--- config.mk ---
export PLATFORM = sky130hd
export DESIGN_NAME = input_conditioner
export DESIGN_NICKNAME = d
export VERILOG_FILES = /design/src/rtl/input_conditioner.sv
export SDC_FILE = /design/constraint.sdc
export NUM_CORES = 1
export LEC_CHECK = 0
export ABC_AREA = 1
export BUFFER_PORTS_ARGS = -buffer_cell sky130_fd_sc_hd__buf_2
export CAP_MARGIN = 20
export CORE_MARGIN = 1
export CORE_UTILIZATION = 58
export DETAILED_ROUTE_END_ITERATION = 8
export GPL_TIMING_DRIVEN = 0
export PLACE_DENSITY = 0.85
export SYNTH_ARGS = -nofsm -noshare
export SYNTH_HDL_FRONTEND = slang
export SYNTH_SLANG_ARGS = --single-unit
--- constraint.sdc ---
create_clock -name clk -period 1.85 [get_ports clk]
set_input_delay 0.0925 -clock clk [delete_from_list [all_inputs] [get_ports clk]]
set_output_delay 0.0925 -clock clk [all_outputs]
set_load 0.005 [all_outputs]
--- src/rtl/input_conditioner.sv ---
// Button/switch front end: 2-flop sync, per-channel debounce,
// and per-button press/auto-repeat pulse generation.
module input_conditioner #(
  parameter int DEBOUNCE_CYCLES = 270000,
  parameter int REPEAT_DELAY    = 13500000,
  parameter int REPEAT_RATE     = 2700000
) (
  input  logic       clk,
  input  logic       reset,
  input  logic [3:0] btn_raw,
  input  logic [6:0] sw_raw,
  input  logic       repeat_en,
  output logic [3:0] btn_pulse,
  output logic [3:0] btn_level,
  output logic [6:0] sw_level
);

  localparam int N    = 11;
  localparam int CW   = $clog2(DEBOUNCE_CYCLES + 1);
  localparam int TMAX = (REPEAT_DELAY > REPEAT_RATE) ?
                        REPEAT_DELAY : REPEAT_RATE;
  localparam int TW   = $clog2(TMAX);

  localparam logic [N-1:0]  REL     = {7'b0, 4'hf};
  localparam logic [CW-1:0] DB_LAST = CW'(DEBOUNCE_CYCLES - 1);
  localparam logic [TW-1:0] RD_LAST = TW'(REPEAT_DELAY - 1);
  localparam logic [TW-1:0] RR_LAST = TW'(REPEAT_RATE - 1);

  typedef enum logic [1:0] {
    IDLE,
    HELD_DELAY,
    HELD_REPEAT
  } state_t;

  logic [N-1:0] meta;
  logic [N-1:0] sync;
  logic [N-1:0] active;
  logic [N-1:0] level;
  logic [3:0]   rise;
  logic [3:0]   fall;

  // Synchronizers reset to the released/off raw pattern.
  always_ff @(posedge clk or negedge reset) begin
    if (!reset) begin
      meta <= REL;
      sync <= REL;
    end else begin
      meta <= {sw_raw, btn_raw};
      sync <= meta;
    end
  end

  assign active = sync ^ REL;

  for (genvar g = 0; g < N; g++) begin : g_ch
    logic [CW-1:0] cnt;
    logic          lvl;
    logic          hit;

    assign hit      = (active[g] != lvl) && (cnt == DB_LAST);
    assign level[g] = lvl;

    always_ff @(posedge clk or negedge reset) begin
      if (!reset) begin
        cnt <= '0;
        lvl <= 1'b0;
      end else if (active[g] == lvl) begin
        cnt <= '0;
      end else if (hit) begin
        cnt <= '0;
        lvl <= active[g];
      end else begin
        cnt <= cnt + CW'(1);
      end
    end

    // Buttons need the acceptance edge itself so the first
    // pulse lands on the same clock as btn_level.
    if (g < 4) begin : g_evt
      assign rise[g] = hit & active[g];
      assign fall[g] = hit & ~active[g];
    end
  end

  assign btn_level = level[3:0];
  assign sw_level  = level[10:4];

  for (genvar b = 0; b < 4; b++) begin : g_btn
    state_t        st;
    state_t        st_nx;
    logic [TW-1:0] tmr;
    logic [TW-1:0] tmr_nx;
    logic          pls;
    logic          pls_nx;

    always_comb begin
      st_nx  = st;
      tmr_nx = tmr;
      pls_nx = 1'b0;
      case (st)
        IDLE: begin
          if (rise[b]) begin
            st_nx  = HELD_DELAY;
            tmr_nx = '0;
            pls_nx = 1'b1;
          end
        end
        HELD_DELAY: begin
          if (fall[b]) begin
            st_nx  = IDLE;
            tmr_nx = '0;
          end else if (tmr == RD_LAST) begin
            if (repeat_en) begin
              st_nx  = HELD_REPEAT;
              tmr_nx = '0;
              pls_nx = 1'b1;
            end
          end else begin
            tmr_nx = tmr + TW'(1);
          end
        end
        HELD_REPEAT: begin
          // Timer keeps its cadence while repeats are masked.
          if (fall[b]) begin
            st_nx  = IDLE;
            tmr_nx = '0;
          end else if (tmr == RR_LAST) begin
            tmr_nx = '0;
            pls_nx = repeat_en;
          end else begin
            tmr_nx = tmr + TW'(1);
          end
        end
        default: begin
          st_nx  = IDLE;
          tmr_nx = '0;
        end
      endcase
    end

    always_ff @(posedge clk or negedge reset) begin
      if (!reset) begin
        st  <= IDLE;
        tmr <= '0;
        pls <= 1'b0;
      end else begin
        st  <= st_nx;
        tmr <= tmr_nx;
        pls <= pls_nx;
      end
    end

    assign btn_pulse[b] = pls;
  end

endmodule

==> results of run 1 <==
[area by class of cell]
type / instances / area, µm² / share of cell area (%)
Buffer: 67 / 602 / 2.12
Clock buffer: 55 / 1150 / 4.05
Clock inverter: 17 / 214 / 0.755
Inverter: 387 / 1480 / 5.23
Multi-Input combinational cell: 2407 / 13400 / 47.5
Sequential cell: 350 / 8820 / 31.1
Tap cell: 511 / 639 / 2.26
Timing Repair Buffer: 223 / 1990 / 7.01
[kinds of logic after synthesis]
| logic type | synth area share, % |
|---|---|
| fa+ha+maj | 1.73 |
| xor+xnor | 4.73 |
| compound gates | 3.94 |
| buf+inv | 8.63 |
| simple gates | 41.8 |
| flops | 39.2 |
[what timing repair did]
action | in CTS | in global routing
cloned | 3 | 16
setup endpoints to repair | 198 | 219
setup buffers | 82 | 82
pin swaps | 38 | 160
resized for setup | 120 | 474
hold endpoints to repair | 256 | 4
[metal layers]
| metal | vias up | GRT usage, % | wire (µm) |
|---|---|---|---|
| met5 | - | 0 | 0 |
| met3 | 299 | 4.73 | 4510 |
| met2 | 1126 | 49.6 | 30700 |
| li1 | 10900 | - | - |
| met4 | 0 | 10.6 | 2670 |
| met1 | 11000 | 37.0 | 25100 |
[layout by cell type, fill, tap and decap left out, types with 39 or more instances in the layout]
master / count
sky130_fd_sc_hd__buf_4: 159
sky130_fd_sc_hd__inv_1: 362
sky130_fd_sc_hd__nand3_2: 61
sky130_fd_sc_hd__nand2_1: 738
sky130_fd_sc_hd__nand2_2: 76
sky130_fd_sc_hd__nor3_1: 83
sky130_fd_sc_hd__clkbuf_16: 50
sky130_fd_sc_hd__xor2_1: 98
sky130_fd_sc_hd__nand2_4: 39
sky130_fd_sc_hd__nor2_2: 69
sky130_fd_sc_hd__nand3_1: 225
sky130_fd_sc_hd__dfrtp_2: 41
sky130_fd_sc_hd__nor2_1: 477
sky130_fd_sc_hd__nand3b_1: 39
sky130_fd_sc_hd__nand4_1: 137
sky130_fd_sc_hd__dfrtp_1: 301
sky130_fd_sc_hd__nor2_4: 50
sky130_fd_sc_hd__a21oi_1: 73
[per-stage QoR]
stage	setup WS, ns	hold slack (ns)	instance area, µm²
2_1_floorplan	0.0248	-0.203	22400
3_3_place_gp	-5.91	0.199	23200
3_5_place_dp	-0.346	0.0439	23300
4_1_cts	-0.0311	-0.106	25900
5_1_grt	-0.341	-0.101	28300
6_report	-0.212	-0.0875	28300
[worst max-delay path: cells and delay by family, from the launching register on]
kind                   cells  cell delay [ns]
and+or+nand+nor            9             1.15
buffers and inverters      3             0.42
DFF                        1             0.41
[sequential cells by signal (all words and copies together), names as in the netlist]
signal     cells
sync          11
g_ch.lvl      11
g_btn.st       8
meta          11
g_btn.pls      4
g_ch.cnt     209
g_btn.tmr     96
[power groups by stage]
stage	sequential, mW	clock, mW	combinational, mW
after CTS	7.82	8.41	0.540
after floorplan	7.93	0	0.210
after detailed placement	7.95	0	0.467
final	7.82	8.31	0.595
after global routing	7.83	8.74	0.680
after global placement	7.94	0	0.427
[worst paths after layout]
check	cells past startpoint	end
max	12	g_btn[2].tmr[16]
min	3	g_btn[1].pls
max reg2reg	12	g_btn[2].tmr[16]
min reg2reg	0	sync[4]
max in group asynchronous	4	g_btn[0].tmr[15]
min in group asynchronous	2	g_ch[6].cnt[8]
==> summary.txt, run 1 <==
Worst setup path
  – Crit Path Max Fanout: 5
  – CP Cell Sequence: nand2_1 -> inv_1 -> nand2_2 -> nor2_2 -> nand3_4 -> nor2_4 -> nand3_4 -> buf_6 -> buf_6 -> nand4_1 -> nand2_1 -> nor2_1
  – Critical path's slowest cell: sky130_fd_sc_hd__dfrtp_1
  – Critical path data arrival time: 2.55 ns
  – FF-to-FF setup slack: -0.21 ns
  – Launching instance or port of the critical path: g_btn[2].tmr[12]
  – Longest individual stage delay on the worst path: 0.41 ns
  – Start-to-end type of the worst setup path: reg -> reg
  – Data required time of the critical path: 2.34 ns
  – Reg-to-reg startpoint: g_btn[2].tmr[12]
  – CP endpoint kind: flop
  – Startpoint Class: flop

Floorplanning
  – Area inside the core boundary: 0.0378 mm²
  – Initial Utilization: 59.2%
  – Area enclosed by the die boundary: 0.0394 mm²
  – Number of top-level pins: 29
  – Chip Height: 198 µm
  – Number of rows created at floorplan: 71
  – Chip Width: 198 µm

STA
  – Max-slew headroom at the worst pin: 51.2%
  – Timing-limited maximum frequency: 485 MHz
  – Setup repair after global routing missed its margin: yes
  – Max Slew Vio Count: 0
  – Transition time of the tightest slew-check pin: 0.726 ns
  – Total count of hold-check failures in the final report: 4
  – Setup clock skew after layout: 0.0169 ns
  – Fin crit share: 111%
  – Setup total negative slack: -7.07 ns
  – Setup slack after layout: -0.212 ns
  – Final critical path time including I/O delays and setup: 2.06 ns
  – Number of setup violations in the final report: 82
  – Worst hold margin: -0.0875 ns

Clock network
  – Number of buffers on the longest clock path: 3
  – TritonCTS clock tree: done
  – Quantity of hold-fixing buffers added after cts: 12
  – Buffer cell driving the clock tree root: sky130_fd_sc_hd__clkbuf_16
  – Sink count of the clock tree: 350
  – Clock input transition at the sequential cells of the worst setup and hold paths: 0.06 ns
  – H-tree levels: 2
  – Later-pin clock latency in the skew report: 0.58 ns
  – Clock buffer count from CTS: 40

Yosys
  – Most numerous cell in the Yosys netlist: sky130_fd_sc_hd__nand2_1
  – Share of async-settable or async-resettable flops after synthesis: 100%
  – Ys flop type: sky130_fd_sc_hd__dfrtp_1
  – Synth unique cells: 46
  – Area of the mapped netlist: 0.0224 mm²
  – Number of nets in the synthesized netlist: 3263
  – Cells after synthesis: 3218
  – Sequential share of the synthesized area: 39.2%
  – Number of warning messages in the yosys log: 0
  – EDFF count, synth: 0
  – Cell types occupying the most area after synthesis: sky130_fd_sc_hd__dfrtp_1 (38%), sky130_fd_sc_hd__nand2_1 (14%), sky130_fd_sc_hd__nor2_1 (9.5%)
  – Biggest area consumer among synthesized cells: sky130_fd_sc_hd__dfrtp_1
  – Syn avg cell area: 6.96 µm²
  – Share of the synthesized area in the top cell type: 38.2%
  – Synth top cells by count: sky130_fd_sc_hd__nand2_1 (843), sky130_fd_sc_hd__nor2_1 (566), sky130_fd_sc_hd__inv_1 (375), sky130_fd_sc_hd__dfrtp_1 (342), sky130_fd_sc_hd__nand3_1 (294)
  – Post-synthesis sequential element count: 350

Cells and area
  – Area Overhead vs Synth: 26.6%
  – Share of final-layout standard cells stronger than drive strength 1: 22.4%
  – Number of diodes: 0
  – Number of filler cells placed in the layout: 2674
  – Nets: 3521
  – Fin cells: 4017
  – Final standard cell utilization of the core: 74.9%

Detailed routing
  – DRC violation count after routing: 0
  – Antenna-violating nets left: 0
  – Routed wire length per instance: 15.7 µm
  – Per-cell via count in the routed design: 5.79
  – Via Count: 23300
  – DRT Pass-1 Iters: 6
  – Number of design-rule violations left by the first detailed-router iteration: 2433
  – Routed wire length: 63000 µm

Power and ir drop
  – Portion of total power attributed to sequential cells: 46.8%
  – Leakage component of the power: 13.1 nW
  – Combinational group share of total power: 3.6%
  – Switching Fraction: 22.3%
  – Clock share of power: 49.7%
  – Cell Int Power: 13.0 mW
  – Net switching power of the design: 3.74 mW
  – Overall Power: 16.7 mW
  – Power per cell area: 590 mW/mm²
  – Worst IR Drop VDD: 666 µV

Global route
  – Overflow left after global routing: 0
  – Global-route wire length before repair: 95500 µm
  – Maximum number of pins on one net before global-route repair: 107
  – GRT Resource Usage Total: 29.0%
  – Number of antenna violations at the first check in global routing: 0
  – Vias in the first global route: 20800

Run status
  – Violations in the final reports: negative hold slack, negative setup slack
  – Run status: complete, but fails checks

Place
  – Quantity of I/O buffers inserted on ports: 28
  – Hpwl dp: 38100 µm
  – Final Wtd Congestion: 0.961
  – DP Cell Count: 3760

Worst hold path
  – Beginning of the worst hold path: repeat_en
  – Type of the most critical hold path: in -> reg

Run
  – Maxcap violations: 0
Power figures use the tool's default switching activity.
==> inputs of run 2 (changes only) <==
SETUP_SLACK_MARGIN = 0.02   (was unset)
==> summary.txt, run 2 (synthesis gave the netlist of run 1 again) <==
Cells and area
  – Top register by number of flip-flops: g_ch.cnt
  – Regs by FF count: g_ch.cnt x209, g_btn.tmr x96
  – Combined area of the multi-input logic cells: 0.0131 mm² (-2.5%)
  – Sequential cell area: 0.00881 mm² (about the same)
  – Flip-flop count of the largest register, all copies and words added: 209 (unchanged)
  – Commonest cells after routing, fill and taps aside: sky130_fd_sc_hd__nand2_1 (754), sky130_fd_sc_hd__nor2_1 (485), sky130_fd_sc_hd__inv_1 (368), sky130_fd_sc_hd__dfrtp_1 (306), sky130_fd_sc_hd__nand3_1 (255)
  – Total non-filler cell area in the finished layout: 0.0276 mm² (-2.5%)
  – Most frequent standard cell in the layout excluding fill and tap cells: sky130_fd_sc_hd__nand2_1
  – Nets: 3484 (-1.1%)
  – Area Overhead vs Synth: 23.5%
  – Number of diodes: 0 (unchanged)
  – Share of final-layout standard cells stronger than drive strength 1: 19.5% (-2.9 points)
  – Number of filler cells placed in the layout: 2819 (+5.4%)
  – Final standard cell utilization of the core: 73.0% (-1.8 points)

Clock network
  – TritonCTS clock tree: done
  – Number of buffers on the longest clock path: 3 (unchanged)
  – Buffer cell driving the clock tree root: sky130_fd_sc_hd__clkbuf_16
  – H-tree levels: 2 (unchanged)
  – Later-pin clock latency in the skew report: 0.56 ns (-0.02 ns)
  – Clock input transition at the sequential cells of the worst setup and hold paths: 0.06 ns (about the same)
  – Clock buffer count from CTS: 40 (unchanged)
  – Sink count of the clock tree: 350 (unchanged)

Detailed routing
  – Antenna-violating nets left: 0 (unchanged)
  – Via Count: 22600 (-2.9%)
  – Number of design-rule violations left by the first detailed-router iteration: 2021 (-17%)
  – Per-cell via count in the routed design: 5.68 (-2.0%)
  – DRT Pass-1 Iters: 6 (unchanged)
  – Routed wire length: 60300 µm (-4.1%)
  – DRC violation count after routing: 0 (unchanged)
  – Routed wire length per instance: 15.2 µm (-3.3%)

Floorplanning
  – Chip Width: 198 µm (unchanged)
  – Chip Height: 198 µm (unchanged)
  – Number of top-level pins: 29 (unchanged)
  – Number of rows created at floorplan: 71 (unchanged)
  – Initial Utilization: 59.2% (unchanged)
  – Area enclosed by the die boundary: 0.0394 mm² (unchanged)
  – Area inside the core boundary: 0.0378 mm² (unchanged)

Worst setup path
  – Data required time of the critical path: 2.30 ns (-0.04 ns)
  – CP endpoint kind: flop
  – Crit Path Max Fanout: 7 (+2)
  – CP Cell Sequence: ha_4 -> nand2_4 -> nor2_4 -> inv_1 -> nor2_1 -> nand4_1 -> buf_4 -> nand3_4 -> nand2_8 -> clkbuf_16 -> nand2_2 -> o21ai_1
  – Startpoint Class: flop
  – Start-to-end type of the worst setup path: reg -> reg
  – Critical path data arrival time: 2.41 ns (-0.14 ns)
  – Combined buffer and inverter count along the critical path: 3 (unchanged)
  – Number of cells on the critical path: 12 (unchanged)
  – FF-to-FF setup slack: -0.11 ns (+0.10 ns)
  – Number of cells on the worst reg-to-reg path: 12 (unchanged)
  – Cell class contributing the biggest share of worst-path delay: simple AND/OR/NAND/NOR gates
  – Longest individual stage delay on the worst path: 0.39 ns (-0.02 ns)
  – Critical path's slowest cell: sky130_fd_sc_hd__dfrtp_1

Power and ir drop
  – Worst IR Drop VDD: 671 µV (+0.82%)
  – Power per cell area: 604 mW/mm² (+2.2%)
  – Leakage component of the power: 12.9 nW (-2.0%)

Global route
  – Number of antenna violations at the first check in global routing: 0 (unchanged)
  – Global-route wire length before repair: 95700 µm (+0.19%)
  – GRT Resource Usage Total: 29.1% (+0.047 points)
  – Overflow left after global routing: 0 (unchanged)
  – Maximum number of pins on one net before global-route repair: 107 (unchanged)
  – Vias in the first global route: 20900 (+0.086%)

STA
  – Timing-limited maximum frequency: 511 MHz (+5.3%)
  – Setup repair after global routing missed its margin: yes
  – Final critical path time including I/O delays and setup: 1.96 ns (-0.105 ns)
  – Max Slew Vio Count: 0 (unchanged)
  – Max-slew headroom at the worst pin: 51.7% (+0.50 points)
  – Number of setup violations in the final report: 70 (-15%)
  – Setup clock skew after layout: 0.0101 ns (-0.00681 ns)
  – Total count of hold-check failures in the final report: 0 (-4)
  – Transition time of the tightest slew-check pin: 0.719 ns (-0.00747 ns)
  – Fin crit share: 106% (-5.7 points)
  – Setup slack after layout: -0.107 ns (+0.105 ns)
  – Worst hold margin: 0.0504 ns (+0.138 ns)

Run status
  – Violations in the final reports: negative setup slack
  – Run status: complete, but fails checks

Worst hold path
  – Type of the most critical hold path: in -> async

Place
  – Hpwl dp: 38100 µm (unchanged)
  – Quantity of I/O buffers inserted on ports: 28 (unchanged)
  – Final Wtd Congestion: 0.961 (unchanged)
  – Placed standard-cell area: 0.0233 mm² (unchanged)

Run
  – Maxcap violations: 0 (unchanged)
run 2: changes by cell type in the layout (fill, tap and decap cells not counted), moves of 7 or more:
cell / change
sky130_fd_sc_hd__nand3_2: -23
sky130_fd_sc_hd__nor2_1: +8
sky130_fd_sc_hd__nand2_1: +16
sky130_fd_sc_hd__buf_6: -12
sky130_fd_sc_hd__nand2_2: -7
sky130_fd_sc_hd__nand3_4: -7
sky130_fd_sc_hd__nand2_4: -10
sky130_fd_sc_hd__buf_4: -19
sky130_fd_sc_hd__nand3_1: +30
run 2: layout make-up:
class,instances,share of cell area [%]
Multi-Input combinational cell,2405,47.4
Sequential cell,350,31.9
Timing Repair Buffer,188,6.02
Inverter,387,5.35
Clock buffer,55,4.16
Tap cell,511,2.31
Buffer,67,2.07
Clock inverter,17,0.774
run 2: power breakdown:
group	total, mW	switching [mW]	internal (mW)	leakage [nW]
clock network	8.28	3.24	5.04	0.682
registers	7.83	0.0804	7.75	4.57
logic	0.577	0.379	0.198	7.62
run 2: stage by stage:
| stage | setup slack, ns | instances | power, mW | TNS (ns) |
|---|---|---|---|---|
| after global placement | -5.91 | 3757 | 8.37 | -2066.27 |
| after detailed placement | -0.346 | 3760 | 8.41 | -39.01 |
| after global routing | -0.186 | 3980 | 17.2 | -11.86 |
| after floorplan | 0.0248 | 3218 | 8.14 | 0 |
| final | -0.107 | 3980 | 16.7 | -3.22 |
| after CTS | -0.00474 | 3921 | 16.8 | -0.0186 |
run 2: what timing repair did:
item | in CTS | in global routing
endpoints found under the hold margin | 256 | 0
setup buffers | 78 | 53
hold buffers | 13 | 0
resized for setup | 144 | 344
endpoints found under the setup margin | 202 | 215
pin swaps | 39 | 86
cloned | 5 | 8
run 2: final timing paths:
kind,to,start
max,g_btn[3].tmr[23],g_ch[3].cnt[0]
min,g_ch[6].cnt[8],reset
max reg2reg,g_btn[3].tmr[23],g_ch[3].cnt[0]
min reg2reg,sync[4],meta[4]
max in group asynchronous,g_btn[0].tmr[15],reset
min in group clk,meta[10],sw_raw[6]
run 2: routing by layer:
layer | global-route usage, % | up-vias | wire length (µm)
li1 | - | 10800 | -
met1 | 37.3 | 10600 | 24600
met3 | 4.43 | 219 | 4030
met5 | 0 | - | 0
met4 | 10.7 | 0 | 2250
met2 | 49.6 | 925 | 29500
